## config.mk

```make
export PLATFORM = sky130hd
export DESIGN_NAME = pattern_tx_1011
export DESIGN_NICKNAME = d
export VERILOG_FILES = /design/src/rtl/pattern_tx_1011.sv
export SDC_FILE = /design/constraint.sdc
export NUM_CORES = 1
export LEC_CHECK = 0
export BUFFER_PORTS_ARGS = -buffer_cell sky130_fd_sc_hd__buf_2
export CAP_MARGIN = 20
export CORE_ASPECT_RATIO = 0.9
export CORE_MARGIN = 2
export CORE_UTILIZATION = 40
export CTS_BUF_LIST = sky130_fd_sc_hd__clkbuf_4 sky130_fd_sc_hd__clkbuf_8 sky130_fd_sc_hd__clkbuf_16
export DETAILED_ROUTE_END_ITERATION = 10
export GPL_ROUTABILITY_DRIVEN = 0
export PLACE_DENSITY = 0.58
export SYNTH_ARGS = -nofsm -noshare
export SYNTH_HDL_FRONTEND = slang
export SYNTH_SLANG_ARGS = --single-unit
```

## constraint.sdc

```tcl
create_clock -name clk -period 2.5 [get_ports clk]
set_input_delay 0.5 -clock clk [delete_from_list [all_inputs] [get_ports clk]]
set_output_delay 0.5 -clock clk [all_outputs]
set_load 0.05 [all_outputs]
```

## src/rtl/pattern_tx_1011.sv

```systemverilog
// Serial frame transmitter: sends sync 1011 then a zero-stuffed MSB-first payload,
// so the 1011 pattern only ever appears on the line as the sync field.
module pattern_tx_1011 #(
    parameter int unsigned WIDTH = 8
) (
    input  logic             clk,
    input  logic             clr,
    input  logic             valid,
    input  logic [WIDTH-1:0] data_in,
    output logic             ready,
    output logic             out,
    output logic             sync,
    output logic             done
);

    localparam int unsigned IDX_W = (WIDTH > 1) ? $clog2(WIDTH) : 1;

    localparam logic [1:0] S_IDLE = 2'd0;
    localparam logic [1:0] S_SYNC = 2'd1;
    localparam logic [1:0] S_DATA = 2'd2;

    // Sync bits leave MSB first: 1, 0, 1, 1
    localparam logic [3:0] SYNC_PAT = 4'b1011;

    logic [1:0]       r_state;
    logic [1:0]       r_cnt;
    logic [2:0]       r_hist;
    logic [WIDTH-1:0] r_shift;
    logic [IDX_W-1:0] r_idx;
    logic             r_last;
    logic             r_out;
    logic             r_sync;
    logic             r_done;
    logic             r_ready;

    logic [1:0]       w_state_nx;
    logic [1:0]       w_cnt_nx;
    logic [2:0]       w_hist_nx;
    logic [WIDTH-1:0] w_shift_nx;
    logic [IDX_W-1:0] w_idx_nx;
    logic             w_last_nx;
    logic             w_out_nx;
    logic             w_sync_nx;
    logic             w_done_nx;
    logic             w_pay;

    assign ready = r_ready;
    assign out   = r_out;
    assign sync  = r_sync;
    assign done  = r_done;

    // State and registered line outputs
    always_ff @(posedge clk or posedge clr) begin
        if (clr) begin
            r_state <= S_IDLE;
            r_cnt   <= 2'd0;
            r_hist  <= 3'b000;
            r_shift <= '0;
            r_idx   <= '0;
            r_last  <= 1'b0;
            r_out   <= 1'b0;
            r_sync  <= 1'b0;
            r_done  <= 1'b0;
            r_ready <= 1'b1;
        end else begin
            r_state <= w_state_nx;
            r_cnt   <= w_cnt_nx;
            r_hist  <= w_hist_nx;
            r_shift <= w_shift_nx;
            r_idx   <= w_idx_nx;
            r_last  <= w_last_nx;
            r_out   <= w_out_nx;
            r_sync  <= w_sync_nx;
            r_done  <= w_done_nx;
            r_ready <= (w_state_nx == S_IDLE);
        end
    end

    // Next state and the bit to place on the line in the following cycle
    always_comb begin
        w_state_nx = r_state;
        w_cnt_nx   = r_cnt;
        w_hist_nx  = r_hist;
        w_shift_nx = r_shift;
        w_idx_nx   = r_idx;
        w_last_nx  = r_last;
        w_out_nx   = 1'b0;
        w_sync_nx  = 1'b0;
        w_done_nx  = 1'b0;
        w_pay      = 1'b0;

        case (r_state)
            S_IDLE: begin
                if (valid) begin
                    w_state_nx = S_SYNC;
                    w_cnt_nx   = 2'd0;
                    w_shift_nx = data_in;
                    w_idx_nx   = IDX_W'(WIDTH - 1);
                    w_last_nx  = 1'b0;
                    w_out_nx   = SYNC_PAT[3];
                    w_sync_nx  = 1'b1;
                    w_hist_nx  = {2'b00, SYNC_PAT[3]};
                end
            end
            S_SYNC: begin
                if (r_cnt == 2'd3) begin
                    w_state_nx = S_DATA;
                    w_pay      = 1'b1;
                end else begin
                    w_cnt_nx  = r_cnt + 2'd1;
                    w_out_nx  = SYNC_PAT[2'd2 - r_cnt];
                    w_sync_nx = 1'b1;
                    w_hist_nx = {r_hist[1:0], SYNC_PAT[2'd2 - r_cnt]};
                end
            end
            S_DATA: begin
                if (r_last) begin
                    w_state_nx = S_IDLE;
                    w_done_nx  = 1'b1;
                    w_hist_nx  = 3'b000;
                end else begin
                    w_pay = 1'b1;
                end
            end
            default: begin
                w_state_nx = S_IDLE;
            end
        endcase

        // A 101 history would turn into 1011 with a following 1, so a 0 is stuffed first
        if (w_pay) begin
            if (r_hist == 3'b101) begin
                w_out_nx = 1'b0;
            end else begin
                w_out_nx   = r_shift[WIDTH-1];
                w_shift_nx = r_shift << 1;
                if (r_idx == '0) begin
                    w_last_nx = 1'b1;
                end else begin
                    w_idx_nx = r_idx - IDX_W'(1);
                end
            end
            w_hist_nx = {r_hist[1:0], w_out_nx};
        end
    end

endmodule

```

Word-level counts from Yosys, hierarchy flattened:

Index checks and enable logic that the tools add are counted.

* register bits: 23

* reductions and logical operators: 7
* add/subtract/negate cells: 3
* muxes and demuxes: 40
* eq/ne operators: 9
* order comparisons: 1

Operators with widths (count)
* $mux 8: 4
* $mux 3: 9
* $mux 1: 15
* $mux 2: 5
* $ne 3x3->1 const B: 3
* $pmux 3 s3: 1
* $pmux 1 s2: 3
* $pmux 2 s3: 1
* $eq 2x2->1 const B: 2
* $logic_not 2->1: 2
* $ne 2x2->1 const B: 2
* $pmux 2 s2: 1
* $reduce_and 4->1: 1
* $reduce_bool 4->1: 1
* $eq 3x3->1 const B: 1
* $logic_not 3->1: 1
* $lt 2x3->1 const B: 1
* $reduce_and 3->1: 1
* $sub 3x1->3 const B: 1
* $add 2x1->2 const B: 1
* $bmux 1 s2: 1
* $eq 2x1->1 const B: 1
* $reduce_bool 2->1: 1
* $sub 2x2->2 const A: 1

Depth between registers and ports, before layout:

Gate-level depths: netlist of run 1.

* word-level depth: 6
* mapped depth: 9

Worst setup path before layout of run 1:

Ideal clock, no wire load.

* path type: flip-flop to flip-flop
* from: register r_state[0]
* to: register r_hist[2]
* stages on the path, launching flop included: 7
* period minus slack after synthesis: 1727 ps
* library setup time: 128 ps
* arrival time: 1599 ps
* path slack: 773 ps
* cells stage by stage: dfrtp_1 inv_1 ha_1 nor2b_2 or2_1 a21oi_2 mux2_1

* longest elaborated chain between the ends: 4
* elaborated cells on any way between the ends: 11
* those cells by class: 5 x eq/ne; 3 x mux; 3 x reduce/logical

RTL lines
* start: declaration: RTL line 25 `logic [1:0] r_state;`
* start signal: assignment: RTL line 66 `r_state <= w_state_nx;`
* $eq 2x2->1 or $eq 2x1->1 (tied branches): RTL line 92 `case (r_state)`
* $pmux 1 s2: RTL line 92
* $ne 3x3->1 (no source line) or $reduce_bool 4->1 (tied branches)
* $reduce_and 4->1 (no source line)
* end signal: assignment: RTL line 68 `r_hist <= w_hist_nx;`
* end: declaration: RTL line 27 `logic [2:0] r_hist;`

Several ways; a longest one is shown, not always the timed one.
A chain may end at the register's enable or synchronous reset.

Worst setup path after layout of run 1:

* from: register r_state[1]
* to: register r_idx[2]

* longest elaborated chain between the ends: 5
* elaborated cells on any way between the ends: 8
* those cells by class: 2 x eq/ne; 5 x mux; 1 x reduce/logical

RTL lines
* $logic_not 2->1: RTL line 92
* $mux 3: RTL line 92
* $mux 3: RTL line 137 `if (r_idx == '0) begin`
* $mux 3: RTL line 132 `if (r_hist == 3'b101) begin`
* $mux 3 *: RTL line 131 `if (w_pay) begin`
* named net w_idx_nx[2]: RTL line 40 `logic [IDX_W-1:0] w_idx_nx;`
* end signal: assignment: RTL line 70 `r_idx <= w_idx_nx;`
* end: declaration: RTL line 29 `logic [IDX_W-1:0] r_idx;`

The timed path passes the listed nets; every way through them passes the cells marked *.

==> flow_summary.toml, run 1 <==
[worst_setup_path]
cp-end-kind = "flip-flop"
crit_type = "flip-flop to flip-flop"
arrival_ps = 2230
startpoint_type = "flip-flop"
worstPathMaxFanout = 12
cp_data_required_time_ps = 2730

[power_and_ir_drop]
power_density_nw_per_um2 = 1102
p_leak_nw = 0.6759
vdd.ir_drop.worst_mv = 0.5094

[final_layout]
nets = 170
drive_above_1_share_pct = 19.59
antenna_cells = 0
area_growth_pct = 8.738
nFillCells = 293

[drt]
wl_per_cell_um = 12.71
viasPerCell = 5.089
first_pass_iters = 6
drc_errors = 0
antenna_left = 0
routed_wl_um = 2415
first_iter_violations = 32
vias = 967

[die]
core_um2 = 3067
die_x_um = 63.83
die_h_um = 57.85
ios = 15
die-area_um2 = 3693
start_util_pct = 42.02
num_rows = 19

[sta]
finalSetupViolations = 0
hold_ws_ps = 342.0
fin_setup_tns_ps = 0
final-hold-violation-count = 0
drv_slew = 0
max_slew.worst_pin.slew_ps = 857.2
min_period_ps = 1998
fmax_mhz = 500.4
skew_ps = 2.414
fin_crit_sh_pct = 79.93
rsz0062_at_grt = "no"
slew_headroom_pct = 42.79

[synth]
yosysTopAreaCellShare_pct = 42.72
synth-edff-count = 0
synth-seq-area-share_pct = 44.76
synthArstFlopShare_pct = 100.0
synthCells = 134
yosysWarnings = 0
ys.flop_type = "dfrtp_1"
syn_area_um2 = 1289
synth_commonest_cells = "dfrtp_1 (22), nand2_1 (22), nor2_1 (15)"
ys_top_cells_by_area = "dfrtp_1 (43%), ha_1 (9.7%), nand2_1 (6.4%)"
ys_types = 37
syn_area_per_cell_um2 = 9.617
synth_nets = 155
synth_top_cell_by_area = "dfrtp_1"
ys_ff_latch = 23

[clocking]
clk_latency_ps = 310
clk_pin_slew_ps = 120
cts_tree = "yes"
htree_levels = 1
cts_setup_buffers = 0
cts_sinks = 23
cts_resized = 0
cts_root_buffer = "clkbuf_4"
clockBufferDepth = 2
cts_made_buffers = 3
cts_hold_buf = 0

[global_route]
antenna_found_initial = 0
grt_pass1_wl_um = 4264
grt_pass1_vias = 939
track_usage_pct = 14.76
grt_max_degree = 24
grt_overflow = 0

[placement]
dpl.hpwl_um = 1805
io_buffers = 14

[run_status]
status = "completed"

[min_path]
hold_class = "input pin to asynchronous set/reset pin"

[run]
drv_cap = 0
==> logic make-up after synthesis <==
group / Yosys count / share of synthesized area [%]
simple gates: 51 / 18.35
compound gates: 30 / 16.80
flops: 23 / 44.76
buf+inv: 15 / 6.408
fa+ha+maj: 10 / 9.709
mux: 5 / 3.981
==> cell type report <==
type	instances	area (µm²)	area share [%]
multi-input combinational	96	629.4	44.91
sequential	23	576.8	41.16
timing repair buffer	15	77.57	5.536
tap	42	52.55	3.750
inverter	10	37.54	2.679
clock buffer	3	22.52	1.607
clock inverter	1	5.005	0.3571
==> through the flow <==
step	setup WS (ps)	utilization (%)	instances	cell area (µm²)	power, mW
5_1_grt	363.2	45.70	190	1401	1.693
3_5_place_dp	559.4	44.80	186	1374	1.384
6_report	501.6	45.70	190	1401	1.545
3_3_place_gp	644.0	44.80	186	1374	1.357
2_1_floorplan	773.0	-	134	1289	1.245
4_1_cts	512.2	45.70	190	1401	1.563
==> flip-flops by register name, indices dropped and copies added, names as in the netlist <==
name	cells
r_idx	3
sync	1
r_last	1
ready	1
out	1
r_hist	3
r_state	2
done	1
r_shift	8
r_cnt	2
==> placed cells by master, fill, tap and decap left out, drive strengths merged, types with 2 or more instances in the layout <==
| cell type | synthesis | final |
|---|---|---|
| nand2 | 22 | 22 |
| dfrtp | 22 | 22 |
| nor2 | 15 | 15 |
| buf | 3 | 15 |
| inv | 10 | 10 |
| ha | 10 | 10 |
| a31oi | 8 | 8 |
| a21oi | 6 | 6 |
| o21ai | 6 | 6 |
| mux2i | 4 | 4 |
| nand2b | 3 | 3 |
| nor3 | 3 | 3 |
| clkbuf | 2 | 3 |
| and2 | 3 | 3 |
| nor2b | 2 | 2 |
| o211ai | 2 | 2 |
==> layer usage <==
metal	up-vias	GRT usage, %	part of all wire, %	routed length [µm]
li1	479	-	-	-
met1	463	19.53	49	1183
met2	23	25.00	46	1115
met3	2	3.495	4.1	99
met4	0	2.795	0.66	16
met5	-	0	0	0
==> worst max-delay path, stage by stage, from the launching register on <==
cell and delay [ps]:
dfrtp_1 440, inv_1 90, ha_1 300, and2_4 210, o211ai_2 370, buf_4 260
nor4_1 60, nor3_1 190
==> worst paths after layout <==
check	start	slack, ps	cells after the start	endpoint
min in group clk	data_in[0]	410	3	r_shift[0]
max in group asynchronous	clr	1640	2	r_idx[2]
worst max register to register	r_state[1]	500	7	r_idx[2]
worst max-delay path	r_state[1]	500	7	r_idx[2]
worst min register to register	r_idx[0]	490	1	r_idx[0]
worst min-delay path	clr	340	2	done
==> report_power, final <==
part | switching [mW] | internal (mW) | total, mW
Combinational | 0.475 | 0.291 | 0.766
Clock | 0.111 | 0.0598 | 0.171
Sequential | 0.0891 | 0.519 | 0.608
Total | 0.675 | 0.869 | 1.54
Note: power is estimated with default switching activity, not from simulation.
==> run 2, diff against run 1 <==
clock period = 1.9 ns   (was 2.5 ns; I/O delays follow)
==> run 2 against run 1 <==
Routed wire length decreased by 1.5%. Maximum frequency increased by 9.7%. Worst setup slack got worse by 420 ps. Sequential cell count unchanged. Clock power increased by 29%. Critical path depth decreased by 1. Non-clock buffer count increased by 6. Sequential share of layout area decreased by 1.5 points. Register-to-register slack got worse by 420 ps. Power increased by 37%.
==> flow_summary.toml, run 2 (synthesis gave the netlist of run 1 again) <==
[final_layout]
largest_reg_flops = 8
final_common_cell = "nand2_1"
final_util_pct = 47.57
layout_common_cells = "nand2_1 (22), dfrtp_1 (21), nor2_1 (15)"
area_growth_pct = 13.20
nFillCells = 285
nets = 176
drive_above_1_share_pct = 23.38
max_flop_register = "r_shift"
reg_top3 = "r_shift x8, r_hist x3, r_idx x3"
seq_area_um2 = 578.1
multi_input_area_um2 = 636.9
antenna_cells = 0
fin_area_um2 = 1459

[power_and_ir_drop]
p_leak_nw = 0.7074
power_density_nw_per_um2 = 1451
vdd.ir_drop.worst_mv = 0.6879

[die]
die_h_um = 57.85
ios = 15
die-area_um2 = 3693
die_x_um = 63.83
start_util_pct = 42.02
core_um2 = 3067
num_rows = 19

[placement]
placed_area_um2 = 1404
dpl.hpwl_um = 1775
io_buffers = 14

[drt]
highest_layer = "met4"
wl_met3_um = 118
first_iter_violations = 45
first_pass_iters = 4
vias = 971
routed_wl_um = 2378
dr_wl_met2_um = 1019
drc_errors = 0
wl_per_cell_um = 12.13
wl_met1_um = 1223
viasPerCell = 4.954
antenna_left = 0

[worst_setup_path]
cp-end-kind = "flip-flop"
worstPathMaxFanout = 6
startpoint_type = "flip-flop"
crit_type = "flip-flop to flip-flop"
cp_data_required_time_ps = 2100
arrival_ps = 2020

[global_route]
track_usage_pct = 14.66
grt_max_degree = 24
grt_pass1_vias = 898
grt_pass1_wl_um = 4250
antenna_found_initial = 0
grt_overflow = 0

[clocking]
cts_hold_buf = 0
clockBufferDepth = 2
cts_sinks = 23
cts_tree = "yes"
cts_root_buffer = "clkbuf_4"
cts_made_buffers = 3
clk_latency_ps = 310
clk_pin_slew_ps = 120
htree_levels = 1

[sta]
rsz0062_at_grt = "yes"
finalSetupViolations = 0
slew_headroom_pct = 74.00
fin_setup_tns_ps = 0
skew_ps = 5.214
drv_slew = 0
fin_crit_sh_pct = 95.85
max_slew.worst_pin.slew_ps = 389.0
fmax_mhz = 549.1
final-hold-violation-count = 0
min_period_ps = 1821

[run_status]
status = "completed"

[run]
drv_cap = 0

[min_path]
hold_class = "input pin to asynchronous set/reset pin"
## run 2: cell count changes in the layout (fill, tap and decap cells not counted)
cell / previous run / this run
a21oi_2: 1 / 0
dfrtp_1: 22 / 21
buf_6: 0 / 1
a21oi_4: 0 / 1
dfrtp_2: 0 / 1
buf_4: 1 / 6
## run 2: worst max-delay path: stages, from the launching register on
cell	delay [ps]
dfrtp_1	420
inv_1	90
ha_1	250
nor2b_4	170
or2_1	280
a21oi_4	180
mux2_1	330
## run 2: area by class of cell
cell class | count | area share, %
clock inverter | 1 | 0.3431
tap | 42 | 3.602
timing repair buffer | 21 | 8.662
clock buffer | 3 | 1.544
sequential | 23 | 39.62
multi-input combinational | 96 | 43.65
inverter | 10 | 2.573
## run 2: timing repair
item	CTS	global route
setup buffers	0	2
endpoints found under the setup margin	0	9
resized for setup	0	3
## run 2: where the power goes
part | switching, mW | internal (mW) | total [mW]
combinational | 0.645 | 0.457 | 1.10
clock | 0.142 | 0.0786 | 0.221
sequential | 0.112 | 0.684 | 0.796
total | 0.899 | 1.22 | 2.12
## run 2: through the flow
step           total power [mW]  setup WS [ps]  hold WS, ps  std cells
5_1_grt                   2.325         -25.46        87.92        196
3_5_place_dp              1.864          66.60        437.1        190
3_3_place_gp              1.826          141.0        434.4        190
4_1_cts                   2.094          49.87        84.57        194
6_report                  2.118          78.86        82.53        196
2_1_floorplan             1.638          173.0        381.2        134
## run 2: path summary, 6_finish.rpt
| path | end | slack [ps] | cells after the start | from |
|---|---|---|---|---|
| min in group clk | r_shift[0] | 290 | 3 | data_in[0] |
| max in group asynchronous | ready | 1540 | 3 | clr |
| min | r_cnt[0] | 80 | 3 | clr |
| min reg2reg | r_idx[0] | 490 | 1 | r_idx[0] |
| max reg2reg | r_hist[2] | 80 | 6 | r_state[0] |
| max | r_hist[2] | 80 | 6 | r_state[0] |
## run 2: layer usage
layer	GRT usage, %	vias up
met5	0	-
met4	1.863	0
met3	4.854	2
met2	22.02	21
met1	21.28	452
li1	-	496
==> run 3, diff against run 2 <==
--- a/config.mk
+++ b/config.mk
@@ -13,6 +13,6 @@
 export CTS_BUF_LIST = sky130_fd_sc_hd__clkbuf_4 sky130_fd_sc_hd__clkbuf_8 sky130_fd_sc_hd__clkbuf_16
 export DETAILED_ROUTE_END_ITERATION = 10
-export GPL_ROUTABILITY_DRIVEN = 0
 export PLACE_DENSITY = 0.58
+export REMOVE_ABC_BUFFERS = 1
 export SYNTH_ARGS = -nofsm -noshare
 export SYNTH_HDL_FRONTEND = slang
==> constraint.sdc (replaced) <==
create_clock -name clk -period 1.9 [get_ports clk]
set_input_delay 0.285 -clock clk [delete_from_list [all_inputs] [get_ports clk]]
set_output_delay 0.285 -clock clk [all_outputs]
set_load 0.05 [all_outputs]
==> run 3 against run 2 <==
Final area rose by 0.60%. Critical endpoint unchanged. Combinational power about the same. Sequential cell count did not move. Worst setup slack worse by 25 ps. First-iteration DRC count is 8.9% higher. Routed wire length grew 3.6%. Non-clock buffer count up 2. Cell count is 1.0% higher. Worst hold slack better by 120 ps. Maximum frequency is 1.3% lower. Global-route usage grew 0.54 points.
==> flow_summary.toml, run 3 (synthesis gave the netlist of run 1 again) <==
[worst_setup_path]
worstPathMaxFanout = 6
startpoint_type = "flip-flop"
crit_type = "flip-flop to flip-flop"
cp-end-kind = "flip-flop"
crit_chain = "inv_1 -> ha_1 -> nor2b_4 -> or2_1 -> a21oi_2 -> mux2_1"
cpPeakStageDelay_ps = 440
path_buf_inv = 1
arrival_ps = 2040
cp_data_required_time_ps = 2090
slowest_stage = "dfrtp_1"
critPathTopFamily = "flip-flops"

[die]
start_util_pct = 42.02
die_x_um = 63.83
core_um2 = 3067
die_h_um = 57.85
die-area_um2 = 3693
ios = 15
num_rows = 19

[placement]
gp_congestion = 0.8200
dpl.hpwl_um = 1792
dp_worst_setup_slack_ps = 87.80
io_buffers = 14
place_inst = 190

[drt]
wl_per_cell_um = 12.44
vias = 977
first_iter_violations = 49
viasPerCell = 4.934
drc_errors = 0
first_pass_iters = 4
routed_wl_um = 2464
antenna_left = 0

[power_and_ir_drop]
clkPwrFrac_pct = 11.3
switching_power_mw = 0.8928
vdd.ir_drop.worst_mv = 0.6466
p_comb_share_pct = 51.1
p_leak_nw = 0.7158
seqPwrFrac_pct = 37.7
power_density_nw_per_um2 = 1445
p_int_mw = 1.228
switching_share_pct = 42.11

[sta]
max_slew.worst_pin.slew_ps = 387.5
drv_slew = 0
fin_crit_sh_pct = 97.14
rsz0062_at_grt = "yes"
final-hold-violation-count = 0
finalSetupViolations = 0
fmax_mhz = 541.8
skew_ps = 9.433
hold_ws_ps = 204.8
setup_ws_ps = 54.34
min_period_ps = 1846
slew_headroom_pct = 74.10

[global_route]
grt_pass1_vias = 967
grt_pass1_wl_um = 4326
grt_overflow = 0
track_usage_pct = 15.20
grt_max_degree = 24
antenna_found_initial = 0

[final_layout]
instances_no_fill = 198
layout_common_cells = "nand2_1 (22), dfrtp_1 (22), nor2_1 (15)"
reg_top3 = "r_shift x8, r_hist x3, r_idx x3"
max_flop_register = "r_shift"
seq_area_um2 = 576.8
drive_above_1_share_pct = 23.72
multi_input_area_um2 = 630.6
area_growth_pct = 13.88
final_util_pct = 47.86
largest_reg_flops = 8
antenna_cells = 0
nFillCells = 307
nets = 178

[clocking]
clk_pin_slew_ps = 120
clk_latency_ps = 310
cts_root_buffer = "clkbuf_4"
cts_made_buffers = 3
clockBufferDepth = 2
htree_levels = 1
cts_tree = "yes"
cts_sinks = 23

[min_path]
hold_class = "input pin to flip-flop"

[run_status]
status = "completed"

[run]
drv_cap = 0
-- run 3: cell types whose count changed in the layout (fill, tap and decap cells not counted), sizes merged --
cell / change
buf: +1
clkbuf: +1
clkinv: -1
dlygate4sd3: +1
-- run 3: power by group through the flow --
stage          logic, mW  clock network [mW]  registers, mW
6_report            1.08               0.239          0.798
5_1_grt             1.22               0.275          0.821
4_1_cts             1.05               0.250          0.801
3_5_place_dp        1.04                   0          0.810
3_3_place_gp        1.02                   0          0.803
2_1_floorplan      0.683                   0          0.901
-- run 3: repair_timing --
| action | CTS | global route |
|---|---|---|
| setup endpoints to repair | 0 | 3 |
| buffers inserted | 0 | 3 |
| hold buffers | 1 | 0 |
| resized for setup | 0 | 1 |
| endpoints found under the hold margin | 12 | 0 |
-- run 3: final cells by class --
cell class / instances / share of cell area, %
Multi-Input combinational cell: 96 / 42.97
Sequential cell: 23 / 39.30
Timing Repair Buffer: 23 / 9.548
Tap cell: 42 / 3.581
Inverter: 10 / 2.558
Clock buffer: 4 / 2.046
-- run 3: final timing paths --
| check | start | endpoint | slack [ps] | cells past startpoint |
|---|---|---|---|---|
| setup / recovery | r_state[0] | r_hist[2] | 50 | 6 |
| max in group asynchronous | clr | ready | 1070 | 4 |
| setup reg to reg | r_state[0] | r_hist[2] | 50 | 6 |
| hold / removal | data_in[0] | r_shift[0] | 200 | 3 |
| min in group asynchronous | clr | r_idx[1] | 540 | 4 |
| hold reg to reg | r_idx[0] | r_idx[0] | 490 | 1 |
-- run 3: worst min-delay path, cell delays in order --
cell and delay [ps]:
buf_2 100, nand2_1 50, a21boi_1 50
-- run 3: metal layers --
layer	track usage [%]	up-vias	part of all wire, %
met5	0	-	0
met4	6.832	0	0.69
met3	2.524	2	4.3
met2	25.00	18	48
met1	19.90	456	47
li1	-	501	-
-- run 3: through the flow --
stage	power, mW	cell area, µm²	setup TNS (ps)
5_1_grt	2.317	1468	-64.64
3_3_place_gp	1.826	1404	0
4_1_cts	2.099	1444	0
3_5_place_dp	1.852	1404	0
2_1_floorplan	1.585	1244	0
6_report	2.120	1468	0
